[src/rtl/rng_server_pkg.sv]
// Shared definitions for the random-number server: LFSR geometry, taps,
// zero-seed substitute and the draw FSM states.
package rng_pkg;
    localparam int LFSR_W = 13;
    localparam int TAP_A  = 12;
    localparam int TAP_B  = 3;
    localparam int TAP_C  = 2;
    localparam int TAP_D  = 0;
    localparam logic [LFSR_W-1:0] ZERO_SEED_SUB = 13'h000F;

    typedef enum logic [1:0] {IDLE, SHIFT, DONE} state_t;

    function automatic logic [LFSR_W-1:0] lfsr_step(input logic [LFSR_W-1:0] v);
        return {v[LFSR_W-2:0], v[TAP_A] ^ v[TAP_B] ^ v[TAP_C] ^ v[TAP_D]};
    endfunction
endpackage

[src/rtl/rng_server_lfsr13.sv]
// 13-bit Fibonacci LFSR with step enable and a synchronous seed load that
// replaces an all-zero seed (the lock-up state) with a fixed nonzero value.
module lfsr13
    import rng_pkg::*;
#(
    parameter logic [LFSR_W-1:0] SEED = 13'h000F
) (
    input  logic              clock,
    input  logic              reset,
    input  logic              step_i,
    input  logic              load_i,
    input  logic [LFSR_W-1:0] load_val_i,
    output logic [LFSR_W-1:0] lfsr_o,
    output logic [LFSR_W-1:0] lfsr_nxt_o
);
    logic [LFSR_W-1:0] lfsr_q;
    logic [LFSR_W-1:0] lfsr_d;

    always_comb begin
        lfsr_d = lfsr_q;
        if (load_i) begin
            lfsr_d = (load_val_i == '0) ? ZERO_SEED_SUB : load_val_i;
        end else if (step_i) begin
            lfsr_d = lfsr_step(lfsr_q);
        end
    end

    always_ff @(posedge clock or posedge reset) begin
        if (reset) begin
            lfsr_q <= SEED;
        end else begin
            lfsr_q <= lfsr_d;
        end
    end

    assign lfsr_o     = lfsr_q;
    assign lfsr_nxt_o = lfsr_d;
endmodule

[src/rtl/rng_server.sv]
// Round-robin random-number server: each draw latches a winner, advances the
// shared LFSR SHIFTS steps, then presents the value for one cycle with its grant.
module rng_server
    import rng_pkg::*;
#(
    parameter int                N_REQ  = 4,
    parameter int                SHIFTS = 13,
    parameter logic [LFSR_W-1:0] SEED   = 13'h000F
) (
    input  logic              clock,
    input  logic              reset,
    input  logic [N_REQ-1:0]  req_i,
    input  logic              seed_load_i,
    input  logic [LFSR_W-1:0] seed_in_i,
    output logic [N_REQ-1:0]  gnt_o,
    output logic              valid_o,
    output logic [LFSR_W-1:0] rnd_o,
    output logic              busy_o
);
    localparam int PTR_W = (N_REQ > 1) ? $clog2(N_REQ) : 1;
    localparam int CNT_W = 4;

    state_t            state_q, state_d;
    logic [PTR_W-1:0]  ptr_q, ptr_d;
    logic [PTR_W-1:0]  win_q, win_d;
    logic [CNT_W-1:0]  cnt_q, cnt_d;
    logic [N_REQ-1:0]  gnt_q, gnt_d;
    logic              valid_q, valid_d;
    logic [LFSR_W-1:0] rnd_q, rnd_d;
    logic              lfsr_step_en, lfsr_load;
    logic [LFSR_W-1:0] lfsr_val, lfsr_nxt;
    logic [PTR_W-1:0]  rr_pick, rr_idx;
    logic              rr_found;

    lfsr13 #(.SEED(SEED)) u_lfsr (
        .clock      (clock),
        .reset      (reset),
        .step_i     (lfsr_step_en),
        .load_i     (lfsr_load),
        .load_val_i (seed_in_i),
        .lfsr_o     (lfsr_val),
        .lfsr_nxt_o (lfsr_nxt)
    );

    // Round-robin search: start at ptr, wrap past N_REQ-1 to 0.
    always_comb begin
        rr_found = 1'b0;
        rr_pick  = ptr_q;
        rr_idx   = ptr_q;
        for (int i = 0; i < N_REQ; i++) begin
            if (!rr_found && req_i[rr_idx]) begin
                rr_found = 1'b1;
                rr_pick  = rr_idx;
            end
            rr_idx = (rr_idx == PTR_W'(N_REQ - 1)) ? '0 : rr_idx + PTR_W'(1);
        end
    end

    always_ff @(posedge clock or posedge reset) begin
        if (reset) begin
            state_q <= IDLE;
            ptr_q   <= '0;
            win_q   <= '0;
            cnt_q   <= '0;
            gnt_q   <= '0;
            valid_q <= 1'b0;
            rnd_q   <= '0;
        end else begin
            state_q <= state_d;
            ptr_q   <= ptr_d;
            win_q   <= win_d;
            cnt_q   <= cnt_d;
            gnt_q   <= gnt_d;
            valid_q <= valid_d;
            rnd_q   <= rnd_d;
        end
    end

    always_comb begin
        state_d = state_q;
        case (state_q)
            IDLE:    if (!seed_load_i && rr_found) state_d = SHIFT;
            SHIFT:   if (cnt_q == CNT_W'(SHIFTS - 1)) state_d = DONE;
            DONE:    state_d = IDLE;
            default: state_d = IDLE;
        endcase
    end

    // Result registers load on entry to DONE so they are valid exactly during DONE.
    always_comb begin
        ptr_d        = ptr_q;
        win_d        = win_q;
        cnt_d        = cnt_q;
        lfsr_step_en = 1'b0;
        lfsr_load    = 1'b0;
        gnt_d        = '0;
        valid_d      = 1'b0;
        rnd_d        = '0;
        case (state_q)
            IDLE: begin
                if (seed_load_i) begin
                    lfsr_load = 1'b1;
                end else if (rr_found) begin
                    win_d = rr_pick;
                    cnt_d = '0;
                end
            end
            SHIFT: begin
                lfsr_step_en = 1'b1;
                cnt_d        = cnt_q + CNT_W'(1);
            end
            DONE: begin
                ptr_d = (win_q == PTR_W'(N_REQ - 1)) ? '0 : win_q + PTR_W'(1);
            end
            default: ;
        endcase
        if (state_d == DONE) begin
            valid_d = 1'b1;
            gnt_d   = N_REQ'(1) << win_q;
            rnd_d   = lfsr_nxt;
        end
    end

    assign gnt_o   = gnt_q;
    assign valid_o = valid_q;
    assign rnd_o   = rnd_q;
    assign busy_o  = (state_q != IDLE);
endmodule

[config.mk]
export PLATFORM = sky130hd
export DESIGN_NAME = rng_server
export DESIGN_NICKNAME = d
export VERILOG_FILES = /design/src/rtl/rng_server_pkg.sv /design/src/rtl/rng_server_lfsr13.sv /design/src/rtl/rng_server.sv
export SDC_FILE = /design/constraint.sdc
export NUM_CORES = 1
export LEC_CHECK = 0
export BUFFER_PORTS_ARGS = -buffer_cell sky130_fd_sc_hd__buf_2
export CORE_UTILIZATION = 50
export CTS_BUF_LIST = sky130_fd_sc_hd__clkbuf_4
export DETAILED_ROUTE_END_ITERATION = 8
export PLACE_DENSITY = 0.8
export SLEW_MARGIN = 25
export SYNTH_ARGS = -nofsm -noshare
export SYNTH_HDL_FRONTEND = slang
export SYNTH_HIERARCHICAL = 1
export SYNTH_SLANG_ARGS = --single-unit
[constraint.sdc]
create_clock -name clock -period 6.5 [get_ports clock]
set_clock_uncertainty 0.1 [all_clocks]
set_input_delay 0 -clock clock [delete_from_list [all_inputs] [get_ports clock]]
set_output_delay 0 -clock clock [all_outputs]
set_load 0.01 [all_outputs]
==> flow_metrics.tcl, run 1 <==
set metrics [dict create \
    rsz0062_at_grt "no" \
    die_area_mm2 0.00453 \
    fin_nets 285 \
    cts_buffer_depth 2 \
    grt_pass1_wl_um 7380 \
    num_rows 23 \
    ys_ff_latch 41 \
    wl_um 4540 \
    stdcell_area_mm2 0.00259 \
    area_growth_pct 21.5 \
    wl_per_cell_um 14.6 \
    synth_ff_type "dfrtp_1" \
    io_buffers 38 \
    syn_area_mm2 0.00213 \
    placed_area_mm2 0.00234 \
    finalSetupViolations 0 \
    finalCritPeriodShare_pct 41.5 \
    synth.distinct_cells 43 \
    ctsResizeCount 0 \
    crit_chain "ha_1 -> mux4_2 -> or2_4 -> o21ai_4 -> nor2_1 -> a22o_1" \
    netlist_instances 204 \
    vias 1707 \
    nFillCells 325 \
    pin_count 39 \
    initial_core_util_pct 52.6 \
    cts_tree "yes" \
    synth_async_sr_flop_share_pct 100 \
    root_buffer "clkbuf_4" \
    synth_edf_count 0 \
    worst-path-max-fanout 16 \
    die_x_um 67.3 \
    slowest_delay_ps 600 \
    hold_viol_final 0 \
    cts.clk_slew.worst_paths_ps 120 \
    tns_ps 0 \
    drc 0 \
    p_per_area_mw_per_mm2 415 \
    cp_top_family "multiplexers" \
    maxCapViolCount 0 \
    worst_path_max_delay_cell "mux4_2" \
    drive_gt1_share_pct 23.9 \
    peakVddDrop_mv 0.218 \
    crit_type "flip-flop to flip-flop" \
    grt_max_degree 41 \
    cp.arrival_ps 2850 \
    ant_nets 0 \
    path_buf_inv 0 \
    max_slew_margin_pct 61.1 \
    die_h_um 67.3 \
    avgViaCountPerCell 5.51 \
    tightest_slew_ps 583 \
    postCtsSetupRepairBufs 0 \
    coreArea_mm2 0.00406 \
    cts_sinks 41 \
    power_leakage_nw 1.37 \
    htree_levels 2 \
    outcome "finished clean" \
    drt_iter0_drc 152 \
    mostFrequentLayoutCell "buf_2" \
    multi_input_area_um2 992 \
    register_area_mm2 0.00103 \
    numCtsBuffers 5 \
    gp_congestion 0.790 \
    startpoint_type "flip-flop" \
    ys_seq_area_share_pct 48.3 \
    finalPower_w 0.00108 \
    holdBufCountCts 19 \
    slew_viol_final 0 \
    synth.net_count 231 \
    period_minus_slack_ps 2700 \
    clock_latency_ps 350 \
    first_pass_iters 4 \
    syn_area_per_cell_um2 10.5 \
    hpwl_um 2840 \
    grt_pass1_vias 1596 \
    crit_path_end_kind "flip-flop" \
    min_path_type "primary input to async pin" \
    grt-ovfl-total 0 \
    fmax_ghz 0.371 \
    layout_common_cells "38 x buf_2, 37 x dfrtp_1, 19 x and3_1, 19 x dlygate4sd3_1, 17 x nand2_1" \
    grt_use_total_pct 22.6 \
    antenna_found_initial 1 \
    yosys_warnings 6 \
    cp.required_ps 6660 \
]
-- final timing paths --
check	cells past startpoint	endpoint	start	slack [ps]
setup / recovery	6	win_q[1]	ptr_q[0]	3800
hold / removal	3	u_lfsr/lfsr_o[4]	reset	120
setup reg to reg	6	win_q[1]	ptr_q[0]	3800
hold reg to reg	1	cnt_q[3]	cnt_q[3]	400
max in group asynchronous	3	state_q[0]	reset	5780
min in group clock	5	win_q[1]	req_i[1]	230
-- Yosys cell counts (2+ instances only) --
| master | number | area share (%) |
|---|---|---|
| a211oi_1 | 4 | 1.4 |
| a21oi_1 | 2 | 0.47 |
| a22o_1 | 2 | 0.82 |
| a2bb2oi_1 | 3 | 1.2 |
| a31oi_1 | 3 | 0.88 |
| and2_1 | 4 | 1.2 |
| and3_1 | 19 | 5.6 |
| buf_2 | 3 | 0.70 |
| buf_6 | 2 | 1.1 |
| clkbuf_1 | 7 | 1.2 |
| dfrtp_1 | 37 | 43 |
| dfstp_2 | 4 | 4.9 |
| ha_1 | 7 | 4.1 |
| inv_1 | 13 | 2.3 |
| mux2_2 | 2 | 1.1 |
| mux2i_1 | 12 | 5.6 |
| mux4_2 | 2 | 2.1 |
| nand2_1 | 17 | 3.0 |
| nand3_1 | 3 | 0.70 |
| nand4_1 | 2 | 0.59 |
| nor2_1 | 9 | 1.6 |
| nor2b_1 | 6 | 1.8 |
| nor4_1 | 2 | 0.59 |
| o21ai_0 | 13 | 3.0 |
| o21ai_1 | 6 | 1.4 |
| o31ai_1 | 2 | 0.70 |
| xnor2_1 | 2 | 0.82 |
-- area by class of cell --
cell class                 count  area share (%)
sequential                    41            39.8
multi-input combinational    138            38.3
timing repair buffer          59            15.3
tap                           50            2.41
inverter                      13            1.88
clock buffer                   6            1.74
clock inverter                 2           0.579
antenna                        1          0.0965
-- state kept, by name (all words and copies together), names as in the netlist --
signal / cells
state_q: 2
u_lfsr/lfsr_o: 13
win_q: 2
gnt_o: 4
cnt_q: 4
rnd_o: 13
ptr_q: 2
valid_o: 1
-- per-stage QoR --
stage | hold slack (ps) | utilization [%] | worst slack, ps | cells
after detailed placement | -34.5 | 57.7 | 3800 | 282
after CTS | 111 | 63.8 | 3800 | 309
after global routing | 137 | 63.9 | 3670 | 310
final | 119 | 63.9 | 3800 | 310
after global placement | -39.3 | 57.7 | 3880 | 282
after floorplan | -226 | - | 4230 | 204
-- report_power, final --
group,internal [W],switching (W)
Combinational,0.000263,0.000276
Sequential,0.000340,0.0000680
Clock,0.0000464,0.0000838
-- cells by family (layout without fill, tap and decap cells) --
family,Yosys count,in the layout,share of synthesized area [%]
simple gates,70,70,17.8
compound gates,42,42,13.7
flops,41,41,48.3
buf+inv,25,80,5.28
mux,16,16,8.80
fa+ha+maj,7,7,4.11
xor+xnor,3,3,1.94
other cells,0,1,0
-- worst min-delay path, stage by stage --
cell and delay, ps:
dlygate4sd3_1 530, buf_2 130, inv_1 380
-- per-layer routing --
layer | track usage (%) | routed length (um)
met1 | 30.1 | 2110
met2 | 33.6 | 2130
met3 | 5.91 | 187
met4 | 12.0 | 110
met5 | 0 | 0
(Power assumes the default switching activity.)
==> inputs of run 2 (changes only) <==
--- a/config.mk
+++ b/config.mk
@@ -9,7 +9,7 @@
 export CORE_UTILIZATION = 50
 export CTS_BUF_LIST = sky130_fd_sc_hd__clkbuf_4
 export DETAILED_ROUTE_END_ITERATION = 8
-export PLACE_DENSITY = 0.8
+export PLACE_DENSITY = 0.83
 export SLEW_MARGIN = 25
 export SYNTH_ARGS = -nofsm -noshare
 export SYNTH_HDL_FRONTEND = slang
==> constraint.sdc (replaced) <==
create_clock -name clock -period 2.4 [get_ports clock]
set_clock_uncertainty 0.1 [all_clocks]
set_input_delay 0 -clock clock [delete_from_list [all_inputs] [get_ports clock]]
set_output_delay 0 -clock clock [all_outputs]
set_load 0.01 [all_outputs]
==> flow_metrics.tcl, run 2 (same netlist as run 1, synthesis figures left out) <==
set metrics [dict create \
    drive_gt1_share_pct 26.4 \
    placed_area_mm2 0.00238 \
    min_path_type "primary input to async pin" \
    diodes 0 \
    ant_nets 0 \
    peakVddDrop_mv 0.586 \
    tightest_slew_ps 598 \
    grt-ovfl-total 0 \
    stdcell_area_mm2 0.00265 \
    crit_type "flip-flop to flip-flop" \
    cp.arrival_ps 2460 \
    tns_ps 0 \
    crit_path_end_kind "flip-flop" \
    hold_viol_final 0 \
    root_buffer "clkbuf_4" \
    multi_input_area_mm2 0.00101 \
    die_x_um 67.3 \
    layout_common_cells "38 x buf_2, 37 x dfrtp_1, 19 x and3_1, 19 x dlygate4sd3_1, 17 x nand2_1" \
    grt_use_total_pct 23.7 \
    grt_pass1_vias 1690 \
    wl_per_cell_um 15.6 \
    vias 1781 \
    numCtsBuffers 5 \
    wl_um 4920 \
    initial_core_util_pct 52.6 \
    period_minus_slack_ps 2290 \
    cts_tree "yes" \
    register_area_mm2 0.00103 \
    gp_congestion 0.836 \
    drt_iter0_drc 110 \
    crit_chain "ha_2 -> mux4_2 -> or2_4 -> o21ai_4 -> buf_4 -> nand3_1 -> o21ai_0" \
    antenna_found_initial 0 \
    grt_use_met1_pct 31.3 \
    cp.required_ps 2570 \
    pin_count 39 \
    busiest_layer "met2" \
    use_met3_pct 4.90 \
    p_per_area_mw_per_mm2 1140 \
    cts_buffer_depth 2 \
    power_leakage_nw 1.40 \
    finalSetupViolations 0 \
    clock_latency_ps 340 \
    crit_cells 7 \
    globalRouteMet2Util_pct 36.3 \
    outcome "finished clean" \
    htree_levels 2 \
    startpoint_type "flip-flop" \
    grt_pass1_wl_um 7780 \
    rsz0062_at_grt "no" \
    fmax_ghz 0.437 \
    area_growth_pct 24.0 \
    cts.clk_slew.worst_paths_ps 120 \
    cp_top_family "multiplexers" \
    maxCapViolCount 0 \
    first_pass_iters 5 \
    grt_max_degree 29 \
    path_buf_inv 1 \
    mostFrequentLayoutCell "buf_2" \
    slowest_delay_ps 570 \
    io_buffers 38 \
    slew_viol_final 0 \
    cts_sinks 41 \
    avgViaCountPerCell 5.65 \
    worst-path-max-fanout 9 \
    die_h_um 67.3 \
    reg2reg_depth 7 \
    coreArea_mm2 0.00406 \
    num_rows 23 \
    fin_nets 291 \
    max_slew_margin_pct 60.1 \
    hpwl_um 3120 \
    final_core_util_pct 65.2 \
    die_area_mm2 0.00453 \
    finalCritPeriodShare_pct 95.3 \
    worst_path_max_delay_cell "mux4_2" \
    drc 0 \
    nFillCells 310 \
    postCtsSetupRepairBufs 0 \
]
run 2: cell count changes in the layout (fill, tap and decap cells not counted), sizes merged:
cell	before	now
buf	40	46
clkinv	0	3
clkinvlp	2	0
clkbuf	6	5
diode	1	0
run 2: final timing paths:
path                       slack [ps]  startpoint           endpoint
hold reg to reg                   430    cnt_q[3]           cnt_q[3]
max in group asynchronous        1680       reset           rnd_o[1]
setup / recovery                  110    ptr_q[0]           cnt_q[3]
hold / removal                    140       reset  u_lfsr/lfsr_o[10]
setup reg to reg                  110    ptr_q[0]           cnt_q[3]
min in group clock                250    req_i[1]           win_q[1]
run 2: where the power goes:
group	total, W	internal, W	switching [W]
combinational	0.00163	0.000785	0.000846
clock	0.000316	0.000106	0.000210
sequential	0.00108	0.000921	0.000159
run 2: worst register-to-register path: cells and delay by family (launching register included):
| family | cells | cell delay (ps) |
|---|---|---|
| muxes | 1 | 580 |
| adders and majority gates | 1 | 420 |
| DFF | 1 | 410 |
| and+or+nand+nor | 2 | 370 |
| AOI/OAI and AO/OA | 2 | 200 |
| buffers and inverters | 1 | 140 |
run 2: cell type report:
cell class                 instances  area share (%)
sequential                        41            39.0
tap                               50            2.36
timing repair buffer              65            16.8
clock inverter                     3           0.473
multi-input combinational        138            38.2
inverter                          13            1.84
clock buffer                       5            1.42
run 2: per-layer routing:
layer / vias to the layer above / share of wire [%]
met3: 17 / 6.2
met5: - / 0
met2: 73 / 48
met4: 0 / 3.2
met1: 849 / 43
li1: 842 / -
run 2: timing repair:
item,4_1_cts,5_1_grt
setup endpoints to repair,0,8
endpoints found under the hold margin,66,0
hold buffers,19,0
gates resized for setup,0,5
run 2: metrics by stage:
step | power (W) | hold WS [ps] | setup slack [ps] | cells
final | 0.00303 | 138 | 112 | 315
after global routing | 0.00324 | 161 | 22.0 | 315
after CTS | 0.00294 | 112 | 47.4 | 315
after detailed placement | 0.00251 | -47.0 | 55.1 | 288
after global placement | 0.00247 | -43.6 | 120 | 288
after floorplan | 0.00220 | -226 | 126 | 204
